**src/rtl/coco_ram_arbiter_if.sv**
```systemverilog
// ---------------------------------------------------------------------------
// coco_ram_arbiter_if
// Bundles every signal between the RAM arbiter, its three requesters
// (VDG display fetch, 6809 CPU, ioctl loader) and the single-port RAM macro.
//
//   VDG    : vdg_req, vdg_addr -> ; <- vdg_dout, vdg_ack
//   CPU    : cpu_req, cpu_we, cpu_addr, cpu_din -> ; <- cpu_dout, cpu_ack
//   Loader : ld_req (level), ld_addr, ld_din -> ; <- ld_ack
//   RAM    : <- ram_addr, ram_din, ram_we ; ram_dout -> (1-cycle read latency)
//   Status : <- overrun (sticky)
//
// Modports:
//   slave  - the arbiter itself
//   master - the requester/RAM side (SAM/CPU/VDG glue, RAM model)
// ---------------------------------------------------------------------------
interface coco_ram_arbiter_if #(
    parameter int ADDR_W = 16
);
    logic              vdg_req;
    logic [ADDR_W-1:0] vdg_addr;
    logic [7:0]        vdg_dout;
    logic              vdg_ack;

    logic              cpu_req;
    logic              cpu_we;
    logic [ADDR_W-1:0] cpu_addr;
    logic [7:0]        cpu_din;
    logic [7:0]        cpu_dout;
    logic              cpu_ack;

    logic              ld_req;
    logic [ADDR_W-1:0] ld_addr;
    logic [7:0]        ld_din;
    logic              ld_ack;

    logic [ADDR_W-1:0] ram_addr;
    logic [7:0]        ram_din;
    logic              ram_we;
    logic [7:0]        ram_dout;

    logic              overrun;

    modport slave (
        input  vdg_req, vdg_addr,
        output vdg_dout, vdg_ack,
        input  cpu_req, cpu_we, cpu_addr, cpu_din,
        output cpu_dout, cpu_ack,
        input  ld_req, ld_addr, ld_din,
        output ld_ack,
        output ram_addr, ram_din, ram_we,
        input  ram_dout,
        output overrun
    );

    modport master (
        output vdg_req, vdg_addr,
        input  vdg_dout, vdg_ack,
        output cpu_req, cpu_we, cpu_addr, cpu_din,
        input  cpu_dout, cpu_ack,
        output ld_req, ld_addr, ld_din,
        input  ld_ack,
        input  ram_addr, ram_din, ram_we,
        output ram_dout,
        input  overrun
    );
endinterface

```
**src/rtl/coco_ram_arbiter.sv**
```systemverilog
// ---------------------------------------------------------------------------
// coco_ram_arbiter
// Time-shares the single-port 64Kx8 system RAM between VDG display fetch,
// 6809 CPU accesses and the ioctl loader. One RAM access takes two clocks
// (ACCESS, DATA); a pending request is granted in DATA so accesses run
// back-to-back at full load.
//
// Priority at each grant point:
//   VDG > loader (only once starved) > CPU > loader
// The loader is starved after STARVE_MAX CPU grants taken while it was
// eligible; it then outranks the CPU for one grant.
//
// Ports:
//   clk    in  system clock
//   reset  in  synchronous, active-high; abandons any access in flight
//   bus    coco_ram_arbiter_if.slave - requester, RAM and status signals
//
// Parameters:
//   ADDR_W      RAM address width
//   STARVE_MAX  CPU grants the loader may lose before it outranks the CPU (1..15)
// ---------------------------------------------------------------------------
module coco_ram_arbiter #(
    parameter int ADDR_W     = 16,
    parameter int STARVE_MAX = 8
) (
    input  logic             clk,
    input  logic             reset,
    coco_ram_arbiter_if.slave bus
);
    // VDG and CPU share one pulse-capture structure; loader is a level request.
    localparam int NCH    = 2;
    localparam int CH_VDG = 0;
    localparam int CH_CPU = 1;
    localparam logic [3:0] STARVE_LIM = 4'(STARVE_MAX);

    typedef enum logic [1:0] {S_IDLE, S_ACCESS, S_DATA} state_t;
    typedef enum logic [1:0] {OWN_VDG, OWN_CPU, OWN_LD} owner_t;

    // ---------------- request channels ----------------
    logic [NCH-1:0]    chan_req;
    logic [ADDR_W-1:0] chan_addr [NCH];
    logic              chan_we   [NCH];
    logic [7:0]        chan_din  [NCH];

    assign chan_req[CH_VDG]  = bus.vdg_req;
    assign chan_addr[CH_VDG] = bus.vdg_addr;
    assign chan_we[CH_VDG]   = 1'b0;
    assign chan_din[CH_VDG]  = 8'h00;

    assign chan_req[CH_CPU]  = bus.cpu_req;
    assign chan_addr[CH_CPU] = bus.cpu_addr;
    assign chan_we[CH_CPU]   = bus.cpu_we;
    assign chan_din[CH_CPU]  = bus.cpu_din;

    logic [NCH-1:0]    pend;
    logic [ADDR_W-1:0] pend_addr [NCH];
    logic              pend_we   [NCH];
    logic [7:0]        pend_din  [NCH];
    logic [NCH-1:0]    grant_chan;
    logic [NCH-1:0]    overrun_hit;

    genvar gi;
    generate
        for (gi = 0; gi < NCH; gi++) begin : g_chan
            logic              ch_pend_reg;
            logic [ADDR_W-1:0] ch_addr_reg;
            logic              ch_we_reg;
            logic [7:0]        ch_din_reg;

            // A new request always wins over the grant-clear, so a request
            // arriving in its own grant cycle is kept, and a request arriving
            // while still pending replaces the older one.
            always_ff @(posedge clk) begin
                if (reset) begin
                    ch_pend_reg <= 1'b0;
                    ch_addr_reg <= '0;
                    ch_we_reg   <= 1'b0;
                    ch_din_reg  <= 8'h00;
                end else if (chan_req[gi]) begin
                    ch_pend_reg <= 1'b1;
                    ch_addr_reg <= chan_addr[gi];
                    ch_we_reg   <= chan_we[gi];
                    ch_din_reg  <= chan_din[gi];
                end else if (grant_chan[gi]) begin
                    ch_pend_reg <= 1'b0;
                end
            end

            assign pend[gi]        = ch_pend_reg;
            assign pend_addr[gi]   = ch_addr_reg;
            assign pend_we[gi]     = ch_we_reg;
            assign pend_din[gi]    = ch_din_reg;
            assign overrun_hit[gi] = chan_req[gi] && ch_pend_reg && !grant_chan[gi];
        end
    endgenerate

    // ---------------- arbitration ----------------
    state_t      state_reg;
    owner_t      owner_reg;
    logic        owner_we_reg;
    logic [3:0]  starve_cnt_reg;
    logic        overrun_reg;
    logic [ADDR_W-1:0] ram_addr_reg;
    logic [7:0]  ram_din_reg;
    logic        ram_we_reg;
    logic        vdg_ack_reg;
    logic        cpu_ack_reg;
    logic        ld_ack_reg;
    logic [7:0]  vdg_dout_reg;
    logic [7:0]  cpu_dout_reg;

    logic        ld_in_flight;
    logic        ld_elig;
    logic        starved;
    logic        grant_ld;
    logic        any_grant;

    // The ack cycle is excluded so the same loader word is never written twice
    // while ld_req is still high from the previous transfer.
    assign ld_in_flight = (state_reg != S_IDLE) && (owner_reg == OWN_LD);
    assign ld_elig      = bus.ld_req && !ld_in_flight && !ld_ack_reg;
    assign starved      = (starve_cnt_reg == STARVE_LIM);

    always_comb begin
        grant_chan = '0;
        grant_ld   = 1'b0;
        if (state_reg == S_IDLE || state_reg == S_DATA) begin
            if (pend[CH_VDG])
                grant_chan[CH_VDG] = 1'b1;
            else if (ld_elig && starved)
                grant_ld = 1'b1;
            else if (pend[CH_CPU])
                grant_chan[CH_CPU] = 1'b1;
            else if (ld_elig)
                grant_ld = 1'b1;
        end
    end

    assign any_grant = (|grant_chan) || grant_ld;

    // Winner's access parameters.
    logic [ADDR_W-1:0] sel_addr;
    logic [7:0]        sel_din;
    logic              sel_we;
    owner_t            sel_owner;

    always_comb begin
        sel_addr  = bus.ld_addr;
        sel_din   = bus.ld_din;
        sel_we    = 1'b1;
        sel_owner = OWN_LD;
        for (int c = 0; c < NCH; c++) begin
            if (grant_chan[c]) begin
                sel_addr = pend_addr[c];
                sel_din  = pend_din[c];
                sel_we   = pend_we[c];
            end
        end
        if (grant_chan[CH_VDG])
            sel_owner = OWN_VDG;
        else if (grant_chan[CH_CPU])
            sel_owner = OWN_CPU;
    end

    // ---------------- access FSM ----------------
    always_ff @(posedge clk) begin
        if (reset) begin
            state_reg    <= S_IDLE;
            owner_reg    <= OWN_VDG;
            owner_we_reg <= 1'b0;
            ram_addr_reg <= '0;
            ram_din_reg  <= 8'h00;
            ram_we_reg   <= 1'b0;
            vdg_ack_reg  <= 1'b0;
            cpu_ack_reg  <= 1'b0;
            ld_ack_reg   <= 1'b0;
            vdg_dout_reg <= 8'h00;
            cpu_dout_reg <= 8'h00;
        end else begin
            vdg_ack_reg <= 1'b0;
            cpu_ack_reg <= 1'b0;
            ld_ack_reg  <= 1'b0;

            case (state_reg)
                S_IDLE: begin
                    state_reg <= S_IDLE;
                end
                S_ACCESS: begin
                    // RAM samples address/data on this edge.
                    ram_we_reg <= 1'b0;
                    state_reg  <= S_DATA;
                end
                S_DATA: begin
                    // ram_dout now carries the word addressed in ACCESS.
                    case (owner_reg)
                        OWN_VDG: begin
                            vdg_ack_reg  <= 1'b1;
                            vdg_dout_reg <= bus.ram_dout;
                        end
                        OWN_CPU: begin
                            cpu_ack_reg <= 1'b1;
                            if (!owner_we_reg)
                                cpu_dout_reg <= bus.ram_dout;
                        end
                        default: begin
                            ld_ack_reg <= 1'b1;
                        end
                    endcase
                    state_reg <= S_IDLE;
                end
                default: begin
                    state_reg <= S_IDLE;
                end
            endcase

            // Grants happen in IDLE or DATA only; overrides the state above.
            if (any_grant) begin
                owner_reg    <= sel_owner;
                owner_we_reg <= sel_we;
                ram_addr_reg <= sel_addr;
                ram_din_reg  <= sel_din;
                ram_we_reg   <= sel_we;
                state_reg    <= S_ACCESS;
            end
        end
    end

    // ---------------- loader starvation counter ----------------
    always_ff @(posedge clk) begin
        if (reset) begin
            starve_cnt_reg <= 4'd0;
        end else if (!bus.ld_req || grant_ld) begin
            starve_cnt_reg <= 4'd0;
        end else if (ld_elig && grant_chan[CH_CPU] && !starved) begin
            starve_cnt_reg <= starve_cnt_reg + 4'd1;
        end
    end

    // ---------------- sticky overrun ----------------
    always_ff @(posedge clk) begin
        if (reset)
            overrun_reg <= 1'b0;
        else if (|overrun_hit)
            overrun_reg <= 1'b1;
    end

    assign bus.ram_addr = ram_addr_reg;
    assign bus.ram_din  = ram_din_reg;
    assign bus.ram_we   = ram_we_reg;
    assign bus.vdg_ack  = vdg_ack_reg;
    assign bus.cpu_ack  = cpu_ack_reg;
    assign bus.ld_ack   = ld_ack_reg;
    assign bus.vdg_dout = vdg_dout_reg;
    assign bus.cpu_dout = cpu_dout_reg;
    assign bus.overrun  = overrun_reg;
endmodule

```
**src/flat_wrapper.sv**
```systemverilog
// flat-port wrapper written by rule: the top's interface ports become plain ports
module coco_ram_arbiter_flat 
#(
    parameter int ADDR_W     = 16,
    parameter int STARVE_MAX = 8
)
  (clk, reset, bus_vdg_req, bus_vdg_addr, bus_vdg_dout, bus_vdg_ack, bus_cpu_req, bus_cpu_we, bus_cpu_addr, bus_cpu_din, bus_cpu_dout, bus_cpu_ack, bus_ld_req, bus_ld_addr, bus_ld_din, bus_ld_ack, bus_ram_addr, bus_ram_din, bus_ram_we, bus_ram_dout, bus_overrun);
  coco_ram_arbiter_if #(.ADDR_W(ADDR_W)) bus_i ();
  input  logic clk;
  input  logic reset;
  input wire logic [$bits(bus_i.vdg_req)-1:0] bus_vdg_req;
  input wire logic [$bits(bus_i.vdg_addr)-1:0] bus_vdg_addr;
  output wire logic [$bits(bus_i.vdg_dout)-1:0] bus_vdg_dout;
  output wire logic [$bits(bus_i.vdg_ack)-1:0] bus_vdg_ack;
  input wire logic [$bits(bus_i.cpu_req)-1:0] bus_cpu_req;
  input wire logic [$bits(bus_i.cpu_we)-1:0] bus_cpu_we;
  input wire logic [$bits(bus_i.cpu_addr)-1:0] bus_cpu_addr;
  input wire logic [$bits(bus_i.cpu_din)-1:0] bus_cpu_din;
  output wire logic [$bits(bus_i.cpu_dout)-1:0] bus_cpu_dout;
  output wire logic [$bits(bus_i.cpu_ack)-1:0] bus_cpu_ack;
  input wire logic [$bits(bus_i.ld_req)-1:0] bus_ld_req;
  input wire logic [$bits(bus_i.ld_addr)-1:0] bus_ld_addr;
  input wire logic [$bits(bus_i.ld_din)-1:0] bus_ld_din;
  output wire logic [$bits(bus_i.ld_ack)-1:0] bus_ld_ack;
  output wire logic [$bits(bus_i.ram_addr)-1:0] bus_ram_addr;
  output wire logic [$bits(bus_i.ram_din)-1:0] bus_ram_din;
  output wire logic [$bits(bus_i.ram_we)-1:0] bus_ram_we;
  input wire logic [$bits(bus_i.ram_dout)-1:0] bus_ram_dout;
  output wire logic [$bits(bus_i.overrun)-1:0] bus_overrun;
  assign bus_i.vdg_req = bus_vdg_req;
  assign bus_i.vdg_addr = bus_vdg_addr;
  assign bus_vdg_dout = bus_i.vdg_dout;
  assign bus_vdg_ack = bus_i.vdg_ack;
  assign bus_i.cpu_req = bus_cpu_req;
  assign bus_i.cpu_we = bus_cpu_we;
  assign bus_i.cpu_addr = bus_cpu_addr;
  assign bus_i.cpu_din = bus_cpu_din;
  assign bus_cpu_dout = bus_i.cpu_dout;
  assign bus_cpu_ack = bus_i.cpu_ack;
  assign bus_i.ld_req = bus_ld_req;
  assign bus_i.ld_addr = bus_ld_addr;
  assign bus_i.ld_din = bus_ld_din;
  assign bus_ld_ack = bus_i.ld_ack;
  assign bus_ram_addr = bus_i.ram_addr;
  assign bus_ram_din = bus_i.ram_din;
  assign bus_ram_we = bus_i.ram_we;
  assign bus_i.ram_dout = bus_ram_dout;
  assign bus_overrun = bus_i.overrun;
  coco_ram_arbiter #(.ADDR_W(ADDR_W), .STARVE_MAX(STARVE_MAX)) u_core (.clk(clk), .reset(reset), .bus(bus_i));
endmodule
```
**config.mk**
```make
export PLATFORM = sky130hd
export DESIGN_NAME = coco_ram_arbiter_flat
export DESIGN_NICKNAME = d
export VERILOG_FILES = /design/src/rtl/coco_ram_arbiter_if.sv /design/src/rtl/coco_ram_arbiter.sv /design/src/flat_wrapper.sv
export SDC_FILE = /design/constraint.sdc
export NUM_CORES = 1
export LEC_CHECK = 0
export ABC_AREA = 1
export BUFFER_PORTS_ARGS = -buffer_cell sky130_fd_sc_hd__buf_2
export CAP_MARGIN = 20
export CORE_AREA = 3 3 130 132
export CTS_CLUSTER_DIAMETER = 150
export DETAILED_ROUTE_END_ITERATION = 16
export DIE_AREA = 0 0 133 135
export MAX_ROUTING_LAYER = met4
export SYNTH_ARGS = -nofsm -noshare
export SYNTH_HDL_FRONTEND = slang
export SYNTH_SLANG_ARGS = --single-unit
export TNS_END_PERCENT = 50
```
**constraint.sdc**
```tcl
create_clock -name clk -period 2.9 [get_ports clk]
set_input_delay 0.435 -clock clk [delete_from_list [all_inputs] [get_ports clk]]
set_output_delay 0.435 -clock clk [all_outputs]
set_load 0.05 [all_outputs]
```
======== After elaboration in Yosys (flattened, before gate mapping) ========
Index checks and enable logic that the tools add are counted.
word-level totals
  output and inout bits ................... 45
  register bits after elaboration ......... 97
operators by class
  bitwise operators ....................... 2
  eq/ne operators ......................... 5
  reductions and logical operators ........ 33
  muxes and demuxes ....................... 29
  $add $sub $neg .......................... 1
operators by type and width
  kind                 count
  $mux 16              2
  $mux 1               21
  $mux 8               2
  $reduce_or 2->1      6
  $logic_and 1x1->1    10
  $mux 2               4
  $reduce_bool 2->1    4
  $logic_not 1->1      6
  $add 4x1->4 const B  1
  $eq 2x1->1 const B   2
  $eq 2x2->1 const B   2
  $eq 4x4->1 const B   1
  $logic_not 2->1      2
  $logic_or 1x1->1     3
  $reduce_and 3->1     1
  $not 1->1            2
  $reduce_and 2->1     1

======== Longest topological paths before layout ========
  word-level depth ........................ 12
  mapped depth ............................ 12
  gate-level depth less buffers ........... 11

======== Worst setup path before layout ========
No wires, ideal clock.
  path kind ............................... reg2reg
  start ................................... register u_core.ld_ack_reg (netlist: u_core.bus.ld_ack)
  end ..................................... register u_core.ram_addr_reg[0] (netlist: u_core.bus.ram_addr[0])
  slack ................................... 1.275 ns
  required time ........................... 2.784 ns
  clock period less this slack ............ 1.625 ns
  cell stages (with the launch flop) ...... 9
  data arrival time ....................... 1.510 ns
  cell sequence ........................... dfxtp_1 > nor2_1 > nand3_2 > nand2_2 > buf_6 > nand3_4 > buf_4 > nand3_1 > nand2_1
on the way
  longest elaborated chain between the ends .. 8
  elaborated cells between the ends (all ways) .. 14
RTL lines
  item                                                RTL line                                          RTL
  from (decl)                                         coco_ram_arbiter.sv:108                           logic ld_ack_reg;
  from (signal assigned)                              coco_ram_arbiter.sv:176                           ld_ack_reg <= 1'b0;
  from (signal assigned)                              coco_ram_arbiter.sv:182                           ld_ack_reg <= 1'b0;
  from (signal assigned)                              coco_ram_arbiter.sv:206                           ld_ack_reg <= 1'b1;
  $logic_not 1->1 *                                   coco_ram_arbiter.sv:121                           assign ld_elig = bus.ld_req && !ld_in_flight && !ld_ack_reg;
  $logic_and 1x1->1 *                                 coco_ram_arbiter.sv:121
  $mux 1 / $logic_and 1x1->1 (equally long branches)  coco_ram_arbiter.sv:134, coco_ram_arbiter.sv:130
  $mux 1 (on tied branches)                           coco_ram_arbiter.sv:132, coco_ram_arbiter.sv:130
  $mux 1 (on tied branches)                           coco_ram_arbiter.sv:130, coco_ram_arbiter.sv:128
  $mux 1 / $mux 2 (equally long branches)             coco_ram_arbiter.sv:128, coco_ram_arbiter.sv:127
  $mux 1 / $reduce_or 2->1 (equally long branches)    coco_ram_arbiter.sv:127, coco_ram_arbiter.sv:139
  $logic_or 1x1->1                                    coco_ram_arbiter.sv:139                           assign any_grant = (|grant_chan) || grant_ld;
  to (signal assigned)                                coco_ram_arbiter.sv:220                           ram_addr_reg <= sel_addr;
  to (decl)                                           coco_ram_arbiter.sv:103                           logic [ADDR_W-1:0] ram_addr_reg;
Every way passes the cells marked *; elsewhere a longest branch is shown, timed or not.
A chain may end at the register's enable or synchronous reset.

======== Worst setup path in the final report ========
  start ................................... register u_core.starve_cnt_reg[0]
  end ..................................... register u_core.ram_din_reg[3] (netlist: u_core.bus.ram_din[3])
on the way
  longest elaborated chain between the ends .. 7
  elaborated cells between the ends (all ways) .. 11
RTL lines
  item                    RTL line                 RTL
  from (decl)             coco_ram_arbiter.sv:101  logic [3:0] starve_cnt_reg;
  from (signal assigned)  coco_ram_arbiter.sv:235  starve_cnt_reg <= starve_cnt_reg + 4'd1;
  $eq 4x4->1 *            coco_ram_arbiter.sv:122  assign starved = (starve_cnt_reg == STARVE_LIM);
  $logic_and 1x1->1 *     coco_ram_arbiter.sv:130  else if (ld_elig && starved)
  $mux 1                  coco_ram_arbiter.sv:130
  $mux 1                  coco_ram_arbiter.sv:128  if (pend[CH_VDG])
  $mux 2                  coco_ram_arbiter.sv:127  if (state_reg == S_IDLE || state_reg == S_DATA) begin
  $reduce_or 2->1         coco_ram_arbiter.sv:139
  $logic_or 1x1->1        coco_ram_arbiter.sv:139
  to (signal assigned)    coco_ram_arbiter.sv:221  ram_din_reg <= sel_din;
  to (decl)               coco_ram_arbiter.sv:104  logic [7:0] ram_din_reg;
Marked as above.

==> impl_metrics.ini <==
[die]
core-area_mm2 = 0.0158
initial_core_util_pct = 26.1
chipHeight_um = 135
die_area_mm2 = 0.0180
ioPinCount = 123
num_rows = 46
fp.dieW_um = 133

[clock_tree]
cts_resized = 0
cts_tree = yes
clockRootBuffer = clkbuf_16
cts_max_level = 3
path_clk_slew_ns = 0.07
cts_setup_buffers = 0
cts_buffer_depth = 2
clk_latency_ns = 0.34
cts_made_buffers = 9
ctsHoldBuffers = 0
cts.sinks = 97

[timing]
setup_viol = 0
finalMaxSlewViolations = 0
layout_setup_ws_ns = 0.783
rsz0062_at_grt = no
min_period_over_period_pct = 73.0
fin_crit_ns = 2.12
skew_ns = 0.00874
fmax_mhz = 472
relSlewSlack_pct = 52.1
tightest_slew_ns = 0.718
fin_hold_ws_ns = 0.311
hold_viol_final = 0
fin_tns_setup_ns = 0

[cells_and_area]
syn2layout_area_growth_pct = 26.5
ff_latch_area_mm2 = 0.00194
drive_above_1_share_pct = 21.9
multi_input_comb_area_mm2 = 0.00190
layout.cells.non_filler = 920
num-fill-cells = 1759
antenna_cells = 0
fin_util_pct = 33.0
final_cell_area_mm2 = 0.00522
largest_reg_flops = 32
nets = 779

[setup_path]
reg2reg_depth = 11
cp-end-kind = register
cp_max_fo = 28
cp_top_family = simple AND/OR/NAND/NOR gates
slowest_stage = dfxtp_1
rrSetupSlack_ns = 0.78
path_class = reg2reg
cp_num_buf_inv = 3
path_cells = inv_1, ha_1, nand2_1, nor2_1, nand3_2, buf_4, nand2_2, buf_4, nand3_4, nand3_1, nand2_1
worst_path_largest_cell_delay_ns = 0.34
r2r_end = u_core.bus.ram_din[3]
cp_data_arrival_time_ns = 2.36
rr_startpoint = u_core.starve_cnt_reg[0]
worstPathRequired_ns = 3.14
cp-start-kind = register

[grt]
grt_pass1_wl_um = 20100
grt.total_usage_pct = 14.5
grt_overflow = 0
grt_max_degree = 87
antenna_found_initial = 0
grt_pass1_vias = 3981

[pwr]
ir_drop_mv = 0.279
p_leak_nw = 2.62
p_per_area_mw_per_mm2 = 642
total_power_mw = 3.35

[drt]
drc = 0
drt_iter0_markers = 231
wire_per_inst_um = 13.3
first_pass_iters = 4
wl_um = 12300
ant_nets = 0
vias_per_cell = 4.42
num_vias = 4064

[run_status]
status = finished clean

[yosys]
seq_area_frac_synth_pct = 47.0
yosysWarningCount = 0
synth.avg_cell_area_um2 = 6.94
synthCells = 595
synth_seq_cells = 97
synth_area_mm2 = 0.00413
synth_nets = 675
yosys-top-cells-area = dfxtp_1, nand2_1, nor2_1
synth.top_cell.area_share_pct = 47.0
yosysTopAreaCell = dfxtp_1
synth_cell_types = 29

[worst_hold_path]
hp-class = in2reg
hp-start = bus_cpu_addr[5]
worstHoldEndpoint = u_core.g_chan[1].ch_addr_reg[5]
hold_path_depth = 3

[job]
drv_cap = 0

[placement]
placed_area_mm2 = 0.00490
gp_congestion = 0.873
io_buffers = 122
dp.cells = 904
hpwl_um = 8870
pre_cts_ws_ns = 0.712
metal layers:
metal,share of wire (%),wire length (µm),GRT usage (%)
met1,48,5840,19.1
met4,2.3,277,5.25
met2,45,5550,22.0
met5,0,0,-
met3,4.9,607,3.13
cell usage after synthesis:
cell type  instances
clkbuf_1          20
nand3_4            1
nand4_2            1
ha_1               2
o21ai_0           59
buf_2              8
inv_1             27
nor2_1           127
buf_6              2
buf_1              3
xnor2_1            1
nand2_1          140
nor3_1             1
o21bai_1           1
clkinv_1           1
a21boi_0           1
nand3_1           79
a211oi_1           1
a21oi_1            9
xor2_1             1
nor3b_2            1
o21ai_1            1
buf_4              3
a31oi_1            2
inv_2              2
nand2_2            2
dfxtp_1           97
nand3_2            1
nor2_4             1
how the worst max path moves through the flow:
stage,startpoint,to,slack (ns),depth (start not counted)
finish,u_core.starve_cnt_reg[0],u_core.bus.ram_din[3],0.78,11
global route,u_core.starve_cnt_reg[0],u_core.bus.ram_addr[3],0.51,11
CTS,u_core.starve_cnt_reg[0],u_core.bus.ram_din[4],0.77,11
detailed placement,bus_ld_req,u_core.bus.ram_din[3],0.71,10
global placement,bus_ld_req,u_core.bus.ram_addr[1],0.76,10
floorplan,u_core.bus.ld_ack,u_core.bus.ram_addr[0],1.27,8
worst register-to-register path, delay by kind of cell, from the launching register on:
kind	cells	cell delay, ns
adder cells (fa/ha/maj)	1	0.16
buffers and inverters	3	0.58
flip-flops	1	0.34
AND/OR/NAND/NOR	7	0.92
cell families (layout without fill, tap and decap cells):
kind of cell	after synthesis	in the layout	synth area share [%]
simple gates	354	354	35.8
flops	97	97	47.0
compound gates	74	74	9.21
buf+inv	66	175	6.88
fa+ha+maj	2	2	0.606
xor+xnor	2	2	0.424
cell usage in the layout, fill, tap and decap left out, types with 2 or more instances in the layout:
master | netlist | final
o21ai_0 | 59 | 59
buf_2 | 8 | 122
a31oi_1 | 2 | 2
nand2_2 | 2 | 2
inv_2 | 2 | 3
a21oi_1 | 9 | 9
clkbuf_16 | 0 | 9
dfxtp_1 | 97 | 97
nor2_1 | 127 | 127
inv_1 | 27 | 26
nand2_1 | 140 | 140
nand3_1 | 79 | 79
ha_1 | 2 | 2
buf_4 | 3 | 6
bufinv_16 | 0 | 2
area by class of cell:
type | instances | area share (%)
Clock inverter | 6 | 1.73
Sequential cell | 97 | 37.2
Tap cell | 216 | 5.18
Multi-Input combinational cell | 432 | 36.4
Inverter | 30 | 2.16
Timing Repair Buffer | 129 | 12.9
Clock buffer | 10 | 4.39
power by group:
group	switching, mW	internal (mW)	total (mW)
clock network	0.530	0.760	1.29
registers	0.0534	1.42	1.48
logic	0.419	0.166	0.585
total	1.00	2.35	3.35
Note: power is estimated with default switching activity, not from simulation.
